## src/rtl/message_schedule_if.sv

```systemverilog
// message_schedule_if: bundles the block-in / word-out handshake of the SHA-256
// message schedule expander.
//   data_in[511:0], data_in_last, data_in_valid  : padded block from upstream
//   data_in_ready                                : expander can accept a block
//   data_out[31:0], data_out_index[5:0]          : schedule word W_t and t
//   data_out_block_end, data_out_last            : t == 63 / t == 63 of final block
//   data_out_valid, data_out_ready               : word handshake to compression
// master = block producer / word consumer, slave = the expander.
interface message_schedule_if;
  localparam int unsigned BLOCK_W = 512;
  localparam int unsigned WORD_W  = 32;
  localparam int unsigned IDX_W   = 6;

  logic [BLOCK_W-1:0] data_in;
  logic               data_in_last;
  logic               data_in_valid;
  logic               data_in_ready;
  logic [WORD_W-1:0]  data_out;
  logic [IDX_W-1:0]   data_out_index;
  logic               data_out_block_end;
  logic               data_out_last;
  logic               data_out_valid;
  logic               data_out_ready;

  modport master (
    output data_in, data_in_last, data_in_valid, data_out_ready,
    input  data_in_ready, data_out, data_out_index, data_out_block_end,
           data_out_last, data_out_valid
  );

  modport slave (
    input  data_in, data_in_last, data_in_valid, data_out_ready,
    output data_in_ready, data_out, data_out_index, data_out_block_end,
           data_out_last, data_out_valid
  );
endinterface

```

## src/rtl/message_schedule.sv

```systemverilog
// message_schedule: SHA-256 message schedule expander. Accepts one 512-bit
// padded block, then streams W0..W63 one word per handshake, carrying the
// end-of-message flag to the final word of the block.
//   clk       : rising-edge clock
//   sync_rst  : synchronous active-high reset, overrides all handshakes
//   bus       : message_schedule_if.slave (block in, schedule word out)
// All outputs are register-driven.
module message_schedule (
  input  logic              clk,
  input  logic              sync_rst,
  message_schedule_if.slave bus
);
  localparam int unsigned WORD_W  = 32;
  localparam int unsigned N_WORDS = 16;
  localparam int unsigned IDX_W   = 6;
  localparam logic [IDX_W-1:0] LAST_IDX = 6'd63;
  localparam logic [IDX_W-1:0] PENULT_IDX = 6'd62;

  localparam logic [1:0] ST_INIT = 2'd0;
  localparam logic [1:0] ST_IDLE = 2'd1;
  localparam logic [1:0] ST_RUN  = 2'd2;

  logic [1:0]        r_state,     w_state_nxt;
  logic [WORD_W-1:0] r_w [N_WORDS];
  logic [WORD_W-1:0] w_w_nxt [N_WORDS];
  logic [IDX_W-1:0]  r_t,         w_t_nxt;
  logic              r_msg_last,  w_msg_last_nxt;
  logic              r_in_ready,  w_in_ready_nxt;
  logic              r_out_valid, w_out_valid_nxt;
  logic              r_block_end, w_block_end_nxt;
  logic              r_out_last,  w_out_last_nxt;
  logic [WORD_W-1:0] w_new_word;

  function automatic logic [WORD_W-1:0] f_sigma0(input logic [WORD_W-1:0] x);
    return {x[6:0], x[31:7]} ^ {x[17:0], x[31:18]} ^ (x >> 3);
  endfunction

  function automatic logic [WORD_W-1:0] f_sigma1(input logic [WORD_W-1:0] x);
    return {x[16:0], x[31:17]} ^ {x[18:0], x[31:19]} ^ (x >> 10);
  endfunction

  // w[0] holds W_t, so w[14], w[9], w[1], w[0] are W_(t+14), W_(t+9), W_(t+1), W_t
  assign w_new_word = f_sigma1(r_w[14]) + r_w[9] + f_sigma0(r_w[1]) + r_w[0];

  // Next-state and next-output logic
  always_comb begin
    w_state_nxt     = r_state;
    for (int unsigned k = 0; k < N_WORDS; k++) w_w_nxt[k] = r_w[k];
    w_t_nxt         = r_t;
    w_msg_last_nxt  = r_msg_last;
    w_in_ready_nxt  = r_in_ready;
    w_out_valid_nxt = r_out_valid;
    w_block_end_nxt = r_block_end;
    w_out_last_nxt  = r_out_last;

    case (r_state)
      ST_INIT: begin
        w_state_nxt    = ST_IDLE;
        w_in_ready_nxt = 1'b1;
      end
      ST_IDLE: begin
        if (bus.data_in_valid && r_in_ready) begin
          // Big-endian word order: W0 sits in the top 32 bits
          for (int unsigned k = 0; k < N_WORDS; k++)
            w_w_nxt[k] = bus.data_in[WORD_W*(N_WORDS-1-k) +: WORD_W];
          w_msg_last_nxt  = bus.data_in_last;
          w_t_nxt         = '0;
          w_in_ready_nxt  = 1'b0;
          w_out_valid_nxt = 1'b1;
          w_block_end_nxt = 1'b0;
          w_out_last_nxt  = 1'b0;
          w_state_nxt     = ST_RUN;
        end
      end
      ST_RUN: begin
        if (r_out_valid && bus.data_out_ready) begin
          if (r_t == LAST_IDX) begin
            w_out_valid_nxt = 1'b0;
            w_in_ready_nxt  = 1'b1;
            w_state_nxt     = ST_IDLE;
          end else begin
            for (int unsigned k = 0; k < N_WORDS - 1; k++) w_w_nxt[k] = r_w[k+1];
            w_w_nxt[N_WORDS-1] = w_new_word;
            w_t_nxt            = r_t + 6'd1;
            // Flags are precomputed so they are registered alongside the word
            w_block_end_nxt    = (r_t == PENULT_IDX);
            w_out_last_nxt     = r_msg_last && (r_t == PENULT_IDX);
          end
        end
      end
      default: begin
        w_state_nxt    = ST_INIT;
        w_in_ready_nxt = 1'b0;
      end
    endcase
  end

  // State and output registers
  always_ff @(posedge clk) begin
    if (sync_rst) begin
      r_state     <= ST_INIT;
      for (int unsigned k = 0; k < N_WORDS; k++) r_w[k] <= '0;
      r_t         <= '0;
      r_msg_last  <= 1'b0;
      r_in_ready  <= 1'b0;
      r_out_valid <= 1'b0;
      r_block_end <= 1'b0;
      r_out_last  <= 1'b0;
    end else begin
      r_state     <= w_state_nxt;
      for (int unsigned k = 0; k < N_WORDS; k++) r_w[k] <= w_w_nxt[k];
      r_t         <= w_t_nxt;
      r_msg_last  <= w_msg_last_nxt;
      r_in_ready  <= w_in_ready_nxt;
      r_out_valid <= w_out_valid_nxt;
      r_block_end <= w_block_end_nxt;
      r_out_last  <= w_out_last_nxt;
    end
  end

  assign bus.data_in_ready      = r_in_ready;
  assign bus.data_out           = r_w[0];
  assign bus.data_out_index     = r_t;
  assign bus.data_out_block_end = r_block_end;
  assign bus.data_out_last      = r_out_last;
  assign bus.data_out_valid     = r_out_valid;
endmodule

```

## src/flat_wrapper.sv

```systemverilog
// flat-port wrapper written by rule: the top's interface ports become plain ports
module message_schedule_flat 
  (clk, sync_rst, bus_data_in, bus_data_in_last, bus_data_in_valid, bus_data_out_ready, bus_data_in_ready, bus_data_out, bus_data_out_index, bus_data_out_block_end, bus_data_out_last, bus_data_out_valid);
  message_schedule_if bus_i ();
  input  logic clk;
  input  logic sync_rst;
  input wire logic [$bits(bus_i.data_in)-1:0] bus_data_in;
  input wire logic [$bits(bus_i.data_in_last)-1:0] bus_data_in_last;
  input wire logic [$bits(bus_i.data_in_valid)-1:0] bus_data_in_valid;
  input wire logic [$bits(bus_i.data_out_ready)-1:0] bus_data_out_ready;
  output wire logic [$bits(bus_i.data_in_ready)-1:0] bus_data_in_ready;
  output wire logic [$bits(bus_i.data_out)-1:0] bus_data_out;
  output wire logic [$bits(bus_i.data_out_index)-1:0] bus_data_out_index;
  output wire logic [$bits(bus_i.data_out_block_end)-1:0] bus_data_out_block_end;
  output wire logic [$bits(bus_i.data_out_last)-1:0] bus_data_out_last;
  output wire logic [$bits(bus_i.data_out_valid)-1:0] bus_data_out_valid;
  assign bus_i.data_in = bus_data_in;
  assign bus_i.data_in_last = bus_data_in_last;
  assign bus_i.data_in_valid = bus_data_in_valid;
  assign bus_i.data_out_ready = bus_data_out_ready;
  assign bus_data_in_ready = bus_i.data_in_ready;
  assign bus_data_out = bus_i.data_out;
  assign bus_data_out_index = bus_i.data_out_index;
  assign bus_data_out_block_end = bus_i.data_out_block_end;
  assign bus_data_out_last = bus_i.data_out_last;
  assign bus_data_out_valid = bus_i.data_out_valid;
  message_schedule u_core (.clk(clk), .sync_rst(sync_rst), .bus(bus_i));
endmodule
```

## config.mk

```make
export PLATFORM = sky130hd
export DESIGN_NAME = message_schedule_flat
export DESIGN_NICKNAME = d
export VERILOG_FILES = /design/src/rtl/message_schedule_if.sv /design/src/rtl/message_schedule.sv /design/src/flat_wrapper.sv
export SDC_FILE = /design/constraint.sdc
export NUM_CORES = 1
export LEC_CHECK = 0
export ABC_CLOCK_PERIOD_IN_PS = 5800
export BUFFER_PORTS_ARGS = -buffer_cell sky130_fd_sc_hd__clkbuf_2
export CORE_ASPECT_RATIO = 1.4
export CORE_MARGIN = 8
export CORE_UTILIZATION = 25
export CTS_BUF_LIST = sky130_fd_sc_hd__clkbuf_16
export DETAILED_ROUTE_END_ITERATION = 12
export SYNTH_ARGS = -nofsm -noshare
export SYNTH_HDL_FRONTEND = slang
export SYNTH_SLANG_ARGS = --single-unit
```

## constraint.sdc

```tcl
create_clock -name clk -period 5.8 [get_ports clk]
set_clock_uncertainty 0.1 [all_clocks]
set_input_delay 1.74 -clock clk [delete_from_list [all_inputs] [get_ports clk]]
set_output_delay 1.74 -clock clk [all_outputs]
set_load 0.01 [all_outputs]
```

==> qor.csv <==
stage,metric,value,unit
clock_network,clock buffer depth,3,
logic_synthesis,sequential fraction of the synthesis area,38.6,%
worst_setup_path,Crit path arrival time,5.07,ns
worst_setup_path,CP Data Required Time,6.17,ns
worst_setup_path,FF-to-FF path depth,14,
run_status,status,"complete, no violations",
die,num rows,143,
routing,routed vias,26400,
die,Initial Utilization,25.1,%
die,placeable core area,0.108,mm²
global_route,vias in the first global route,25600,
clock_network,clock-pin slew on the worst setup and hold paths,0.07,ns
global_route,grt total ovfl,0,
logic_synthesis,#FFs+latches synth,524,
clock_network,CTS tree,yes,
cells_and_area,Area Overhead vs Synth,19.9,%
clock_network,CTS HTree Levels,2,
sta,post-route setup TNS,0,ns
worst_hold_path,Worst Hold End,u_core.r_w[1][227],
logic_synthesis,top post-synthesis cells by count,"nand2_1 (1026), nor2_1 (526), dfxtp_1 (524), a311oi_1 (488), clkbuf_1 (227)",
logic_synthesis,"area leader, netlist",dfxtp_1,
global_route,GR Util All Layers,20.2,%
place,pre-CTS setup slack,0.995,ns
routing,Routed Antenna Nets,0,
worst_setup_path,CP Class,register to register,
worst_setup_path,CP Cell Sequence,"xnor2_1, xnor2_1, fa_1, inv_1, fa_1, inv_1, ha_1, a21oi_1, o21ai_1, a211oi_1, nor2_1, a31oi_1, xor2_1, a221oi_1",
logic_synthesis,YS warnings,0,
die,io pins,559,
routing,First DRT Iteration DRCs,2530,
global_route,met2 GRT Util,33.9,%
global_route,grt met3 use,3.73,%
logic_synthesis,Most used DFF post-synth,dfxtp_1,
global_route,met1 usage,24.8,%
die,die height,406,µm
global_route,initial antenna violation count,37,
logic_synthesis,mean instance size in the synthesized netlist,7.69,µm²
place,DP HPWL,99700,µm
sta,Slew headroom,9.21,%
place,Port Buffers,558,
worst_setup_path,worst-path fanout max,7,
logic_synthesis,Netlist Area Pre-Place,0.0272,mm²
worst_setup_path,startpoint types,register,
power,Total Power,11700,µW
worst_hold_path,hold path cells,2,
logic_synthesis,most common cell in the netlist,nand2_1,
logic_synthesis,"FFs w/ async S/R, synth",0,%
worst_setup_path,Worst setup EP type,register,
power,maximum VDD drop,0.241,mV
cells_and_area,area occupied by multi-input gates,0.0145,mm²
worst_setup_path,capturing point of the worst reg2reg path,u_core.r_w[1][243],
clock_network,Hold Buf Count CTS,0,
job,max-cap violation count,0,
worst_hold_path,hold crit path type,register to register,
clock_network,Worst-Skew Late Latency,0.65,ns
logic_synthesis,Post-synth EDFFs,0,
worst_setup_path,slowest CP cell,a211oi_1,
place,RD Place Congestion,0.942,
sta,Final WS setup,1.09,ns
global_route,gr busiest metal,met2,
sta,Tcrit/Tclk final,81.1,%
worst_setup_path,"slowest stage delay, CP",0.64,ns
logic_synthesis,post-synth cell types,59,
cells_and_area,Fill cells,11800,
logic_synthesis,Synth area leaders,"dfxtp_1 (39%), a311oi_1 (16%), nand2_1 (14%)",
routing,wire per inst,23.9,µm
sta,Tmin final,4.71,ns
die,Die Width,295,µm
power,P_leak,0.0131,µW
routing,Detailed Route WL,127000,µm
sta,Final setup violation count,0,
routing,Avg Vias per Cell,4.94,
sta,final hold violations,0,
worst_setup_path,reg2reg setup slack,1.09,ns
logic_synthesis,syn_nets,4147,
cells_and_area,Reg area,0.0105,mm²
sta,Worst-Margin Slew,1.36,ns
clock_network,clk sinks,524,
routing,DRC errors left,0,
cells_and_area,final core occ,30.1,%
die,DIE AREA,0.120,mm²
clock_network,CTS resizes,0,
logic_synthesis,Synth Instances,3535,
cells_and_area,NumNets Final,4430,
clock_network,Clock Tree Root,clkbuf_16,
routing,drt pass-1 iters,5,
clock_network,Post-CTS Setup Inserts,0,
worst_hold_path,min-delay src,u_core.r_w[1][227],
logic_synthesis,post-synth top area share,38.6,%
clock_network,cts bufs inserted,57,
global_route,largest net degree at the start of global routing,219,
power,Pwr Density,357,mW/mm²
cells_and_area,fraction of layout cells with a size suffix above 1,18.3,%
worst_setup_path,RR Startpoint,u_core.r_w[0][47],
sta,Max Freq,0.213,GHz
sta,RSZ-0062 raised after global routing,false,
global_route,global-route wire length before repair,179000,µm
sta,fin. max-slew vios,0,
sequential cells by signal, indices dropped and copies added (netlist names):
register	flops
u_core.bus.data_out_valid	1
u_core.bus.data_out_index	6
u_core.r_w	512
u_core.bus.data_out_block_end	1
u_core.r_state	2
u_core.bus.data_out_last	1
u_core.r_msg_last	1
cell families after synthesis:
logic type,synth area share (%)
simple gates,22.5
flops,38.6
buf+inv,8.17
mux,0.110
fa+ha+maj,6.08
compound gates,19.8
xor+xnor,4.77
layout by cell type (no fill, tap or decap), types with 3 or more instances in the layout:
cell type / count
nand2_1: 1025
clkbuf_2: 557
nor2_1: 526
dfxtp_1: 524
a311oi_1: 488
inv_1: 144
xnor2_1: 117
fa_1: 62
clkbuf_16: 57
a21oi_1: 54
o21ai_0: 35
ha_1: 33
xor2_1: 31
buf_4: 30
diode_2: 20
buf_12: 16
nand3_1: 12
a31oi_1: 12
clkinv_2: 11
clkinv_1: 10
a21o_1: 8
a221oi_1: 8
nand4_1: 7
bufinv_16: 7
nor3_1: 6
o211ai_1: 5
o21ai_1: 4
and3_1: 4
a211oi_1: 4
o31ai_1: 4
clkinv_4: 4
a221oi_2: 3
mux2i_1: 3
o211a_1: 3
inv_6: 3
per-stage QoR:
stage / instance area (µm²) / cells / hold WS [ns]
6_report: 32600 / 5336 / 0.361
3_5_place_dp: 30700 / 5209 / 0.349
5_1_grt: 32600 / 5329 / 0.378
4_1_cts: 32600 / 5316 / 0.359
3_3_place_gp: 30700 / 5209 / 0.347
2_1_floorplan: 27200 / 3535 / 0.332
worst max path at each step:
stage / from / to / slack [ns] / depth (start not counted)
2_1_floorplan: u_core.r_w[0][51] / u_core.r_w[1][251] / 2.02 / 14
3_3_place_gp: bus_data_in_valid / u_core.r_w[0][53] / 0.92 / 7
3_5_place_dp: bus_data_in_valid / u_core.r_w[0][53] / 0.99 / 7
4_1_cts: u_core.r_w[0][40] / u_core.r_w[1][243] / 1.25 / 13
5_1_grt: u_core.r_w[0][47] / u_core.r_w[1][243] / 0.96 / 14
6_report: u_core.r_w[0][47] / u_core.r_w[1][243] / 1.09 / 14
metal layers:
layer | vias to the layer above | share of wire (%) | routed length (µm)
met5 | - | 0.032 | 41
met4 | 6 | 5.2 | 6610
met3 | 211 | 7.2 | 9160
met2 | 1078 | 48 | 60600
met1 | 12400 | 40 | 50900
li1 | 12600 | - | -
area by class of cell:
| class | count | area share [%] |
|---|---|---|
| clock buffer | 57 | 4.38 |
| sequential | 524 | 32.2 |
| timing repair buffer | 604 | 10.3 |
| tap | 1450 | 5.56 |
| antenna | 20 | 0.154 |
| inverter | 134 | 1.54 |
| clock inverter | 50 | 1.42 |
| multi-input combinational | 2497 | 44.5 |
power by group:
part	switching [µW]	internal [µW]	leakage (µW)
logic	2300	1310	0.00780
clock network	1660	2120	0.000970
registers	345	3920	0.00430
worst max-delay path, delay by kind of cell (launching register included):
family	cells	cell delay, ns
adder cells (fa/ha/maj)	3	1.25
AND/OR/NAND/NOR	1	0.25
flip-flops	1	0.55
AO/OA/AOI/OAI	5	1.38
XOR/XNOR	3	0.86
buffers and inverters	2	0.15
Note: power is estimated with default switching activity, not from simulation.
